**src/rtl/game_flow_ctrl.sv**
```systemverilog
// Game-flow FSM: idle / play / pause / respawn / game-over with lives.
// Drives the game-wide clear and run enable for the datapath blocks.
module game_flow_ctrl #(
    parameter int LIVES         = 3,
    parameter int LIFE_W        = 2,
    parameter int RESPAWN_TICKS = 8,
    parameter int CNT_W         = 4
) (
    input  logic              clk,
    input  logic              rst,
    input  logic              tick,
    input  logic              jump,
    input  logic              pause,
    input  logic              restart,
    input  logic              dead,
    output logic              game_reset,
    output logic              enable,
    output logic              respawn,
    output logic              game_over,
    output logic [LIFE_W-1:0] lives_left,
    output logic [2:0]        state_code
);

    typedef enum logic [2:0] {
        S_IDLE    = 3'd0,
        S_PLAY    = 3'd1,
        S_PAUSE   = 3'd2,
        S_RESPAWN = 3'd3,
        S_OVER    = 3'd4
    } state_t;

    localparam logic [LIFE_W-1:0] LIVES_INIT = LIFE_W'(LIVES);
    localparam logic [LIFE_W-1:0] ONE_LIFE   = LIFE_W'(1);
    localparam logic [CNT_W-1:0]  CNT_INIT   = CNT_W'(RESPAWN_TICKS - 1);
    localparam logic [CNT_W-1:0]  CNT_ZERO   = '0;

    state_t            r_state;
    logic [LIFE_W-1:0] r_lives;
    logic [CNT_W-1:0]  r_cnt;
    logic              r_jump_q;
    logic              r_pause_q;
    logic              r_restart_q;
    logic              r_dead_q;

    logic w_jump_rise;
    logic w_pause_rise;
    logic w_restart_rise;
    logic w_dead_rise;

    assign w_jump_rise    = jump    & ~r_jump_q;
    assign w_pause_rise   = pause   & ~r_pause_q;
    assign w_restart_rise = restart & ~r_restart_q;
    assign w_dead_rise    = dead    & ~r_dead_q;

    // Input delay flops; they track inputs in every state so a held
    // level never produces a second event later.
    always_ff @(posedge clk) begin
        if (rst) begin
            r_jump_q    <= 1'b0;
            r_pause_q   <= 1'b0;
            r_restart_q <= 1'b0;
            r_dead_q    <= 1'b0;
        end else begin
            r_jump_q    <= jump;
            r_pause_q   <= pause;
            r_restart_q <= restart;
            r_dead_q    <= dead;
        end
    end

    // Game state, lives and respawn countdown.
    always_ff @(posedge clk) begin
        if (rst) begin
            r_state <= S_IDLE;
            r_lives <= LIVES_INIT;
            r_cnt   <= CNT_ZERO;
        end else begin
            case (r_state)
                S_IDLE: begin
                    if (w_jump_rise) begin
                        r_state <= S_PLAY;
                        r_lives <= LIVES_INIT;
                    end
                end
                S_PLAY: begin
                    if (w_restart_rise) begin
                        r_state <= S_IDLE;
                    end else if (w_dead_rise) begin
                        if (r_lives <= ONE_LIFE) begin
                            r_state <= S_OVER;
                            r_lives <= '0;
                        end else begin
                            r_state <= S_RESPAWN;
                            r_lives <= r_lives - ONE_LIFE;
                            r_cnt   <= CNT_INIT;
                        end
                    end else if (w_pause_rise) begin
                        r_state <= S_PAUSE;
                    end
                end
                S_PAUSE: begin
                    if (w_restart_rise) begin
                        r_state <= S_IDLE;
                    end else if (w_pause_rise) begin
                        r_state <= S_PLAY;
                    end
                end
                S_RESPAWN: begin
                    if (w_restart_rise) begin
                        r_state <= S_IDLE;
                    end else if (tick) begin
                        if (r_cnt == CNT_ZERO) begin
                            r_state <= S_PLAY;
                        end else begin
                            r_cnt <= r_cnt - CNT_W'(1);
                        end
                    end
                end
                S_OVER: begin
                    if (w_jump_rise || w_restart_rise) begin
                        r_state <= S_IDLE;
                    end
                end
                default: begin
                    r_state <= S_IDLE;
                end
            endcase
        end
    end

    // Moore decode of the state register; unknown codes read as idle.
    always_comb begin
        game_reset = 1'b0;
        enable     = 1'b0;
        respawn    = 1'b0;
        game_over  = 1'b0;
        case (r_state)
            S_IDLE:    game_reset = 1'b1;
            S_PLAY:    enable     = 1'b1;
            S_PAUSE:   ;
            S_RESPAWN: respawn    = 1'b1;
            S_OVER:    game_over  = 1'b1;
            default:   game_reset = 1'b1;
        endcase
    end

    assign lives_left = r_lives;
    assign state_code = r_state;

endmodule

```
**config.mk**
```make
export PLATFORM = sky130hd
export DESIGN_NAME = game_flow_ctrl
export DESIGN_NICKNAME = d
export VERILOG_FILES = /design/src/rtl/game_flow_ctrl.sv
export SDC_FILE = /design/constraint.sdc
export NUM_CORES = 1
export LEC_CHECK = 0
export BUFFER_PORTS_ARGS = -buffer_cell sky130_fd_sc_hd__buf_4
export CAP_MARGIN = 25
export CORE_MARGIN = 4
export CORE_UTILIZATION = 55
export CTS_CLUSTER_DIAMETER = 100
export CTS_CLUSTER_SIZE = 8
export DETAILED_ROUTE_END_ITERATION = 12
export MAX_ROUTING_LAYER = met4
export PLACE_DENSITY = 0.81
export REMOVE_ABC_BUFFERS = 1
export SLEW_MARGIN = 30
export SYNTH_ARGS = -nofsm -noshare
export SYNTH_HDL_FRONTEND = slang
export SYNTH_SLANG_ARGS = --single-unit
```
**constraint.sdc**
```tcl
create_clock -name clk -period 4.4 [get_ports clk]
set_clock_uncertainty 0.05 [all_clocks]
set_input_delay 0.88 -clock clk [delete_from_list [all_inputs] [get_ports clk]]
set_output_delay 0.88 -clock clk [all_outputs]
set_load 0.02 [all_outputs]
```
==> impl_summary.md, run 1 <==
CTS
The post-cts sizing count is 0. Clock tree synthesis found a total of 13 sinks. TritonCTS built the clock tree. Clock latency on the worst-skew pair, taken at its later pin, is around 0.27 ns. The number of buffers created by CTS is 3. Counting along the longest clock path gives a buffer depth of 2.

The total number of H-tree levels is 1. Clock tree synthesis selected as its root buffer the cell sky130_fd_sc_hd__clkbuf_4. Once the clock tree was built, the setup fixing pass inserted 0 buffers. The post-CTS clock slew at the launch and capture registers of the worst setup and hold paths is 0.08 ns.

In this run, post-CTS hold repair placed 0 buffers.

Logic synthesis
Summed over all instances, the cell type with the most area after synthesis is sky130_fd_sc_hd__dfxtp_1. The dominant combinational cell family by area after synthesis is simple AND/OR/NAND/NOR gates. The simple-gate portion of the synthesized area is slightly above 30%.

Yosys instantiated no cell more often than sky130_fd_sc_hd__dfxtp_1. Yosys attributes the largest share of cell area to sky130_fd_sc_hd__dfxtp_1 36%, sky130_fd_sc_hd__nor2b_1 4.3%, sky130_fd_sc_hd__inv_1 3.6%, sky130_fd_sc_hd__nand2_1 3.6%, sky130_fd_sc_hd__a21oi_1 3.5%. Summing the sequential cell areas from Yosys gives 36.0% of the chip area.

In the synthesized netlist the async set-or-reset flop fraction comes to 0%. The proportion of synthesized area in mux cells is 1.39%. Counting every instance in the synthesized netlist gives 84. The post-synthesis sequential element count is 13. Summed over its instances, the top area cell type makes up between 30 and 40% of the synthesized netlist area. The mapped netlist covers 722 sq um.

The count of flip-flops with a built-in enable after synthesis is 0. Summing the areas of all compound-gate instances in the mapped netlist gives 19.6% of the synthesized area. The most used flip-flop cell after synthesis is sky130_fd_sc_hd__dfxtp_1. The post-synthesis adder-cell area fraction is 1.73%. Summing the areas of all xor and xnor instances in the mapped netlist gives approximately 1.2% of the synthesized area.

By count the netlist is led by 13 x sky130_fd_sc_hd__dfxtp_1, 7 x sky130_fd_sc_hd__inv_1, 7 x sky130_fd_sc_hd__nand2_1. Synthesis instantiated 34 different standard cells from the library. The count of synthesis-stage warnings from yosys is 0.

Each instance of the synthesized netlist takes up on average between 8 and 9 sq um.

Finish
The number of nets in the layout is 107. After routing the design area is 841 sq um. The antenna diode count is 0.

Leaving out filler cells and counting taps, the final layout contains 112. The area growth from synthesis to layout is 16.5%. The share of cells above drive strength 1 is 20.4%. Cells fill 71.8% of the core in the end.

Setup path
For the worst setup path, the data required time is roughly 3.5 ns. The element type at the critical path start is a flop. For the worst setup path, the data arrival time is between 1 and 1.5 ns. The launching point of the worst reg2reg path is r_cnt[0].

The critical path is of the flop to output port type. Measured in cells, the most critical reg-to-reg path has a length of 7. In this run the critical register-to-register path is captured at state_code[1]. The reg-to-reg setup timing slack is 2.47 ns.

STA classifies the critical path endpoint as an output port. Of all nets on the critical path, the largest fanout is 12.

Status
The flow ran to the end, and the final reports show no timing, DRC or antenna violations.

Detailed routing
The via count of the routed design is 656. The starting DRC count in detailed routing is 28. The uppermost signal routing layer after detailed routing is met4.

The number of detailed-routing iterations run before antenna repair is 4. Wires add up to 1500 um. In this run the remaining antenna-violating nets after routing total 0.

Summed over all nets, wire length on met3 after detailed routing comes to 98 um. After detailed routing, the number of remaining DRC violations is 0. In the final routed layout, each cell accounts on average for roughly 13 um. Dividing the detail-routed via count by the number of cells gives 5.86. The met2 routed wirelength is 665 um.

In the final routing, the length of wire on met1 measures ~700 um.

Timing
In this run the tightest slew margin relative to its limit is 55.1%. The routed design could run at a clock period as short as 2.36 ns. The fmax is 0.424 GHz. The transition at the pin with the smallest max-transition slack is 0.672 ns. Setup total negative slack on the finished layout was measured at 0 ns. Setup repair after global routing left no endpoint under its margin. In the finished design, the share of the clock period the worst path needs comes to 53.6%. The final-report max-slew violation count is 0. Setup slack closes at 2.04 ns.

The final-layout worst hold slack is 0.428 ns. The final-report hold violation count is 0. Setup violations remaining at the end of the flow were counted as 0.

Floorplanning
The standard-cell row count is 12. The width of the die is 44.2 um. The die is 44.2 um tall. 16 I/O pins were placed. The total area inside the core boundary comes to 1170 sq um. The starting density of the core is slightly above 60%.

The die covers about 2000 sq um.

Power and ir drop
Cell internal power was estimated by the tool at 0.249 mW. The analysis attributes to net switching a power of ~0.15 mW. The switching share of power is 37.7%.

Per report_power, the combinational group accounts for roughly two fifths of the total. The static leakage is between 0.3 and 0.4 nW. The power consumption is 0.399 mW. Sequential cells account for 39.7% of the total power.

The worst-case IR drop observed on VDD is 0.000306 V. Of the total power, the clock network draws 18.5%. The power density normalized to cell area is 475 nW/um^2.

Min path
The startpoint identified for the worst hold timing path is r_cnt[3]. The number of stages on the worst hold path is 2. The hold-critical path endpoint is r_cnt[3]. The path category of the worst min-delay check is flop to flop.

Flow run
Max-cap violations in this run came to 0.

Placed design
The number of input and output port buffers inserted is 15. The area of placed instances is 815 sq um. The final weighted congestion in routability-driven placement is about 0.79.

The total half-perimeter wirelength after legalization and detailed placement is roughly 1100 um. The minimum setup slack after placement is 1.98 ns. Counting tap cells, the placed design contains a total of 108 instances.

GRT
The number of global-route vias before repair is 600. The total congestion overflow is 0. The global-route usage over all layers is 18.0%.

The initial antenna violation count is 0. The first global-routing pass estimated 2580 um of wire. The largest net degree at the start of global routing is 14.
critical path, stage by stage (launching register included):
cell                      delay [ns]
sky130_fd_sc_hd__dfxtp_1        0.57
sky130_fd_sc_hd__and3b_1        0.38
sky130_fd_sc_hd__buf_4          0.20
layer usage:
| metal | vias to the layer above | GRT usage, % |
|---|---|---|
| met3 | 5 | 2.44 |
| met1 | 308 | 23.0 |
| met2 | 19 | 27.6 |
| met4 | 0 | 9.04 |
| met5 | - | - |
| li1 | 324 | - |
power by group through the flow:
| stage | registers, mW | clock network [mW] | logic, mW |
|---|---|---|---|
| 3_5_place_dp | 0.161 | 0 | 0.167 |
| 3_3_place_gp | 0.160 | 0 | 0.164 |
| 5_1_grt | 0.162 | 0.0804 | 0.181 |
| 4_1_cts | 0.158 | 0.0763 | 0.168 |
| 6_report | 0.158 | 0.0738 | 0.167 |
| 2_1_floorplan | 0.169 | 0 | 0.102 |
cells in the final DEF (no fill, tap or decap), drive strengths merged, types with 2 or more instances in the layout:
cell    count
a21oi       5
or4         2
a311oi      2
a221oi      2
buf        15
nor2b       5
and3b       2
nand2b      2
dfxtp      13
o21ai       2
clkbuf      4
or3         2
nor2        6
nand2       7
or2b        2
nor3        4
inv         7
kinds of logic after synthesis:
kind of cell,after synthesis
multiplexers,1
AND/OR/NAND/NOR,36
XOR/XNOR,1
flip-flops,13
buffers and inverters,12
adder cells (fa/ha/maj),1
AO/OA/AOI/OAI,20
worst max-delay path by stage:
stage                        startpoint             to  slack (ns)  depth (start not counted)
after CTS                 state_code[1]        respawn        2.04                          2
after global placement          restart  lives_left[0]        1.99                          5
after global routing      state_code[1]        respawn        1.97                          2
after detailed placement        restart  lives_left[0]        1.98                          5
after floorplan                 restart  lives_left[0]        2.17                          4
final                     state_code[1]        respawn        2.04                          2
layout make-up:
type                    instances  area (sq um)
flip-flops and latches         13           260
repair buffers                 15           113
multi-input cells              59           398
fillers                       110           330
clock buffers                   4          26.3
well taps                      14          17.5
inverters                       7          26.3
state kept, by name (all words and copies together), names as in the netlist:
signal       flops
lives_left       2
r_cnt            4
state_code       3
r_dead_q         1
r_jump_q         1
r_pause_q        1
r_restart_q      1
(Power assumes the default switching activity.)
==> run 2, diff against run 1 <==
- CORE_UTILIZATION: 55 -> 46
- PLACE_DENSITY: 0.81 -> 0.72
- clock period: 4.4 -> 2.1 ns (I/O delays scaled with it)
==> run 2 against run 1 <==
Setup slack lost 1.8 ns. Global-route usage shrank 0.89 points. Register-to-register slack lost 2.2 ns. Clock power grew 110%. Flip-flop and latch count is the same. Worst hold slack lost 0.12 ns. Routed wire length grew 0.53%. Via count shrank 1.2%. Utilization shrank 13 points. Highest routed layer unchanged. First-iteration DRC count shrank 64%. Power grew 120%. Critical path depth grew 2.
==> impl_summary.md, run 2 (synthesis results as in run 1) <==
Setup path
For the worst setup path, the data arrival time is 1.96 ns. By startpoint and endpoint, the worst setup path is classified as flop to flop. The count of cell instances traversed by the critical path is 4. Setup slack on the worst reg-to-reg path comes out at 0.26 ns. Traced cell by cell, the critical path runs through nor2_1, a21boi_0, or4_1, a211o_1. In this run the critical register-to-register path is captured at lives_left[0]. The largest single stage delay on the critical path is 0.52 ns. The slowest cell on the critical path is sky130_fd_sc_hd__dfxtp_1.

The critical path starts at state_code[0]. The count of buffer and inverter cells on the critical path is 0. The launching point of the worst reg2reg path is state_code[0]. STA classifies the critical path startpoint as a flop. In this design, the largest share of critical-path delay is due to simple AND/OR/NAND/NOR gates. The endpoint type of the worst setup path is a flop. The worst endpoint required time is between 2 and 2.5 ns. The highest fanout seen on the critical path is 10. The logic depth of the worst register-to-register path is 4.

Timing
The final-report max-slew violation count is 0. In this run the tightest slew margin relative to its limit is 62.8%. Setup total negative slack on the finished layout was measured at 0 ns. Dividing the final minimum period by the clock period gives 87.4%. The least setup slack across all paths after layout is around 0.26 ns. The smallest clock period supported by the final layout is computed as 1.84 ns. For the pin with the worst max-slew slack, the measured transition is 0.553 ns.

Setup repair after global routing left no endpoint under its margin. The fmax is 0.545 GHz. The final-report hold violation count is 0.

Setup violations remaining at the end of the flow were counted as 0.

Floorplanning
The starting density of the core is between 40 and 50%. The die is 47.6 um wide. The vertical die dimension is between 40 and 50 um. The number of ports placed on the die boundary is 16.

The total area inside the core boundary comes to 1490 sq um. The standard-cell row count is 14. The die covers between 2000 and 2500 sq um.

Status
The run finished with clean final reports.

Finish
The repair_antennas step left the layout with diodes totalling 0. Relative to the synthesized area, the layout overhead comes to 20.8%. The number of flip-flops in the largest register is 4. The post-route core utilization is 58.6%.

In the layout the commonest cells are 18 x sky130_fd_sc_hd__buf_4, 13 x sky130_fd_sc_hd__dfxtp_1, 7 x sky130_fd_sc_hd__inv_1, 7 x sky130_fd_sc_hd__nand2_1, 6 x sky130_fd_sc_hd__nor2_1. The share of cells above drive strength 1 is between 20% and 30%. The library cell used most frequently in the layout, excluding fill and tap cells, is sky130_fd_sc_hd__buf_4. The net count of the finished layout is between 100 and 150.

In the final layout, the multi-input gates occupy 404 sq um. Across the whole layout, storage elements account for 260 sq um. Counting flops per register, the top entry is r_cnt. Fill cells in the final layout number between 100 and 150.

GRT
The total congestion overflow is 0. The number of global-route vias before repair is 597. Across every metal layer, demand over resource in global routing totals 17.1%. The initial antenna violation count is 0. The first global-routing pass estimated around 2700 um of wire. Entering global routing, the biggest net connects 14 pins.

Detailed routing
The detailed router finished its first iteration with 10 violations. The number of nets with antenna violations after routing is 0. The detailed-route vias per instance is 5.54. The via count of the routed design is 648. In the routed design, unresolved DRC markers number 0. The routed design has 1510 um of wire. The first detailed-routing pass took 4 iterations. Dividing the detail-routed wire length by the instance count gives 12.9 um.

Power and ir drop
The static leakage is about 0.35 nW. The maximum vdd ir drop is 0.000663 V. In this run the power density over the cells is 987 nW/um^2. Overall power consumption after layout is estimated at 0.861 mW.

CTS
The CTS tree is done. The clock passes through at most 2 buffers. Buffers inserted during clock tree synthesis total 3. The tree built by TritonCTS fans out to 13 sinks. At the later pin of the worst-skew pair, clock insertion delay measures roughly 0.27 ns. After clock tree synthesis, the clock-pin slew on the worst setup and hold paths is ~0.08 ns.

Buffers added to address setup during post-CTS repair amount to 0. The master cell of the clock root buffer is sky130_fd_sc_hd__clkbuf_4. CTS built an H-tree with a depth of 1.

Min path
The worst hold path was traced through 2 stages. The hold-critical path endpoint is r_restart_q. The worst hold path begins at restart. The worst hold path belongs to the class input port to flop.

Placed design
Buffers placed on the I/O ports in this run total 15. Timing analysis after detailed placement gives a worst setup slack of 0.194 ns. The congestion estimate from routability-driven global placement came to 0.840. Detailed placement ended at an HPWL of about 1100 um.

Flow run
Max-cap violations in this run came to 0.
run 2: cell count changes in the layout (fill, tap and decap cells not counted), sizes merged:
cell and delta:
buf +3
run 2: what timing repair did:
action                     in CTS  in global routing
setup endpoints to repair       0                  1
resized for setup               0                  1
hold buffers                    0                  0
run 2: worst reg2reg max path: stages, from the launching register on:
cell                       delay (ns)
sky130_fd_sc_hd__dfxtp_1         0.52
sky130_fd_sc_hd__nor2_1          0.12
sky130_fd_sc_hd__a21boi_0        0.21
sky130_fd_sc_hd__or4_1           0.52
sky130_fd_sc_hd__a211o_1         0.31
run 2: power by group:
part / total, mW / leakage (nW) / switching (mW) / internal (mW)
sequential: 0.326 / 0.107 / 0.0450 / 0.281
clock: 0.153 / 0.0150 / 0.0797 / 0.0737
combinational: 0.381 / 0.227 / 0.196 / 0.184
total: 0.861 / 0.349 / 0.321 / 0.539
run 2: how the worst max path moves through the flow:
stage	endpoint
CTS	state_code[1]
global placement	lives_left[0]
detailed placement	state_code[1]
global route	lives_left[1]
floorplan	r_cnt[3]
finish	lives_left[0]
run 2: cell type report:
class / instances / area share (%)
Sequential cell: 13 / 29.8
Tap cell: 16 / 2.30
Timing Repair Buffer: 18 / 15.5
Clock buffer: 4 / 3.01
Multi-Input combinational cell: 59 / 46.3
Inverter: 7 / 3.01
run 2: per-layer routing:
layer	GRT usage (%)	share of wire, %	vias up
met5	-	0	-
met4	8.06	1.4	0
met3	4.51	5.9	4
met2	23.0	44	22
met1	23.5	49	290
li1	-	-	332
run 2: stage by stage:
step                      hold slack (ns)  cells  instance area, sq um
after CTS                           0.300    117                   866
final                               0.308    117                   872
after global routing                0.301    117                   872
after detailed placement            0.411    113                   840
after global placement              0.405    113                   840
after floorplan                     0.379     79                   684
==> run 3, diff against run 2 <==
- CORE_ASPECT_RATIO: unset -> 1.2
==> run 3 against run 2 <==
Routed wire length grew 2.2%. Register-to-register slack is essentially flat. Combinational power is essentially flat. Design area grew 0.14%.
==> impl_summary.md, run 3 (synthesis results as in run 1) <==
Detailed routing
In the routed layout, each cell is associated on average with a via count of between 5 and 6. Once detail routing completed, the nets flagged for antenna violations numbered 0. In the routed design, unresolved DRC markers number 0.

The detail-routed net length per standard cell is 13.0 um. The starting DRC count in detailed routing is 18. The via count of the routed design is roughly 660.

The total routed wirelength is between 1500 and 2000 um. The number of detailed-routing iterations run before antenna repair is 4.

CTS
Buffers inserted to repair hold after CTS numbered 0. In this run the deepest clock path goes through 2 buffers. The tree built by TritonCTS fans out to 13 sinks.

TritonCTS built the clock tree. The clock network latency to the later pin of the worst-skew pair is 0.29 ns. The post-cts sizing count is 0. After clock tree synthesis, the clock-pin slew on the worst setup and hold paths is around 0.080 ns. In this run the post-CTS setup repair buffer count came out at 0. The total number of H-tree levels is 1. The number of buffers created by CTS is 3. The tree is rooted in a sky130_fd_sc_hd__clkbuf_4.

GRT
The number of global-route vias before repair was between 500 and 600. In the global route stage, overall resource usage came out at 15.6%. The total congestion overflow is 0. The largest net degree at the start of global routing is 14.

The first global-routing pass estimated 2580 um of wire. The initial antenna violation count was 0.

Floorplanning
The floorplan step set the die height to 51.4 um. The die is 44.2 um wide. The starting density of the core is 49.3%.

The region available for standard cell placement spans 1460 sq um. The standard-cell row count is 15. The number of ports placed on the die boundary is 16.

The total die area is between 2000 and 2500 sq um.

Timing
The final-report max-slew violation count is 0. Setup repair after global routing left no endpoint under its margin. The total negative slack for setup checks is 0 ns. The time the worst path needs with I/O delays and setup is 1.85 ns. The final-report hold violation count is 0.

The relative max-transition margin is a little over 60%. The fmax is 0.542 GHz. The worst path uses 87.9% of the clock period. The worst path meets setup with 0.255 ns of slack. Setup violations remaining at the end of the flow were counted as 0. The transition at the pin with the smallest max-transition slack is 0.564 ns.

Status
The flow ran to the end, and the final reports show no timing, DRC or antenna violations.

Finish
The largest register by flop count is r_cnt. 0 antenna diodes ended up in the layout. The number of non-filler instances in the completed layout is 118. The number of flip-flops in the largest register is 4. In the layout the commonest cells are 18 x sky130_fd_sc_hd__buf_4, 13 x sky130_fd_sc_hd__dfxtp_1, 7 x sky130_fd_sc_hd__inv_1, 7 x sky130_fd_sc_hd__nand2_1, 6 x sky130_fd_sc_hd__nor2_1. The finished cells cover 873 sq um. The number of nets in the layout is 110. The area growth from synthesis to layout is 21.0%. The post-route core utilization is 59.7%. The commonest non-fill, non-tap cell in the layout is sky130_fd_sc_hd__buf_4. The share of cells above drive strength 1 is 23.8%.

Placed design
OpenSTA, run right after detailed placement, puts the worst setup slack at 0.152 ns. In this run the tool buffered the top-level ports with 15 buffer cells. The congestion estimate from routability-driven global placement came to 0.868. The total instance count after detailed placement is 114. Summing all placed instances gives a cell area of 841 sq um. The total half-perimeter wirelength after legalization and detailed placement is 1180 um.

Setup path
The slowest cell on the critical path is sky130_fd_sc_hd__or3b_1. The critical path's top delay family is simple AND/OR/NAND/NOR gates. The element type at the critical path start is a flop. The largest single stage delay on the critical path is approximately 0.41 ns. The worst endpoint required time is 2.27 ns.

The endpoint type of the worst setup path is a flop. The arrival time at the worst endpoint is 2.01 ns. In this run the worst path has a maximum fanout of 4. The worst register-to-register path has a depth of 7. In this run the number of cells on the critical path is 7. Walking the worst path, the cells encountered are inv_1, ha_1, or3b_1, o21ai_0, nor2_1, a221oi_2, mux2i_1. The worst setup path is of the flop to flop kind. For flop-to-flop paths, the worst setup slack is 0.25 ns. Together, buffers and inverters on the worst path number 1.

Power and ir drop
In this run the static leakage power is roughly 0.35 nW. The maximum vdd ir drop is 0.000680 V. For this design the ratio of total power to cell area is 995 nW/um^2.

Min path
The tightest min-delay check is of the input port to flop type. Along the worst hold path, the cell count comes to 2.

Flow run
Max-cap violations in this run came to 0.
## run 3: final timing paths
| kind | startpoint | end |
|---|---|---|
| max | r_cnt[0] | state_code[1] |
| max reg2reg | r_cnt[0] | state_code[1] |
| min reg2reg | r_cnt[3] | r_cnt[3] |
| min | jump | r_jump_q |
## run 3: metal layers
metal / vias up / wire length [um] / track usage (%)
met5: - / 0 / -
met2: 19 / 719 / 21.6
li1: 329 / - / -
met1: 309 / 675 / 21.4
met3: 5 / 102 / 2.11
met4: 0 / 42 / 9.05
## run 3: area by class of cell
class,count,area [sq um]
fill,148,591
multi-input combinational,59,404
sequential,13,260
timing repair buffer,18,135
clock buffer,4,26.3
inverter,7,26.3
tap,17,21.3
## run 3: power breakdown
group / internal (mW) / switching (mW) / leakage [nW]
combinational: 0.184 / 0.200 / 0.227
clock: 0.0739 / 0.0869 / 0.0150
sequential: 0.281 / 0.0423 / 0.107
total: 0.540 / 0.329 / 0.349
## run 3: metrics by stage
stage,hold WS (ns),power [mW]
floorplan,0.379,0.566
global placement,0.408,0.699
detailed placement,0.411,0.710
CTS,0.304,0.869
global route,0.318,0.928
finish,0.302,0.869
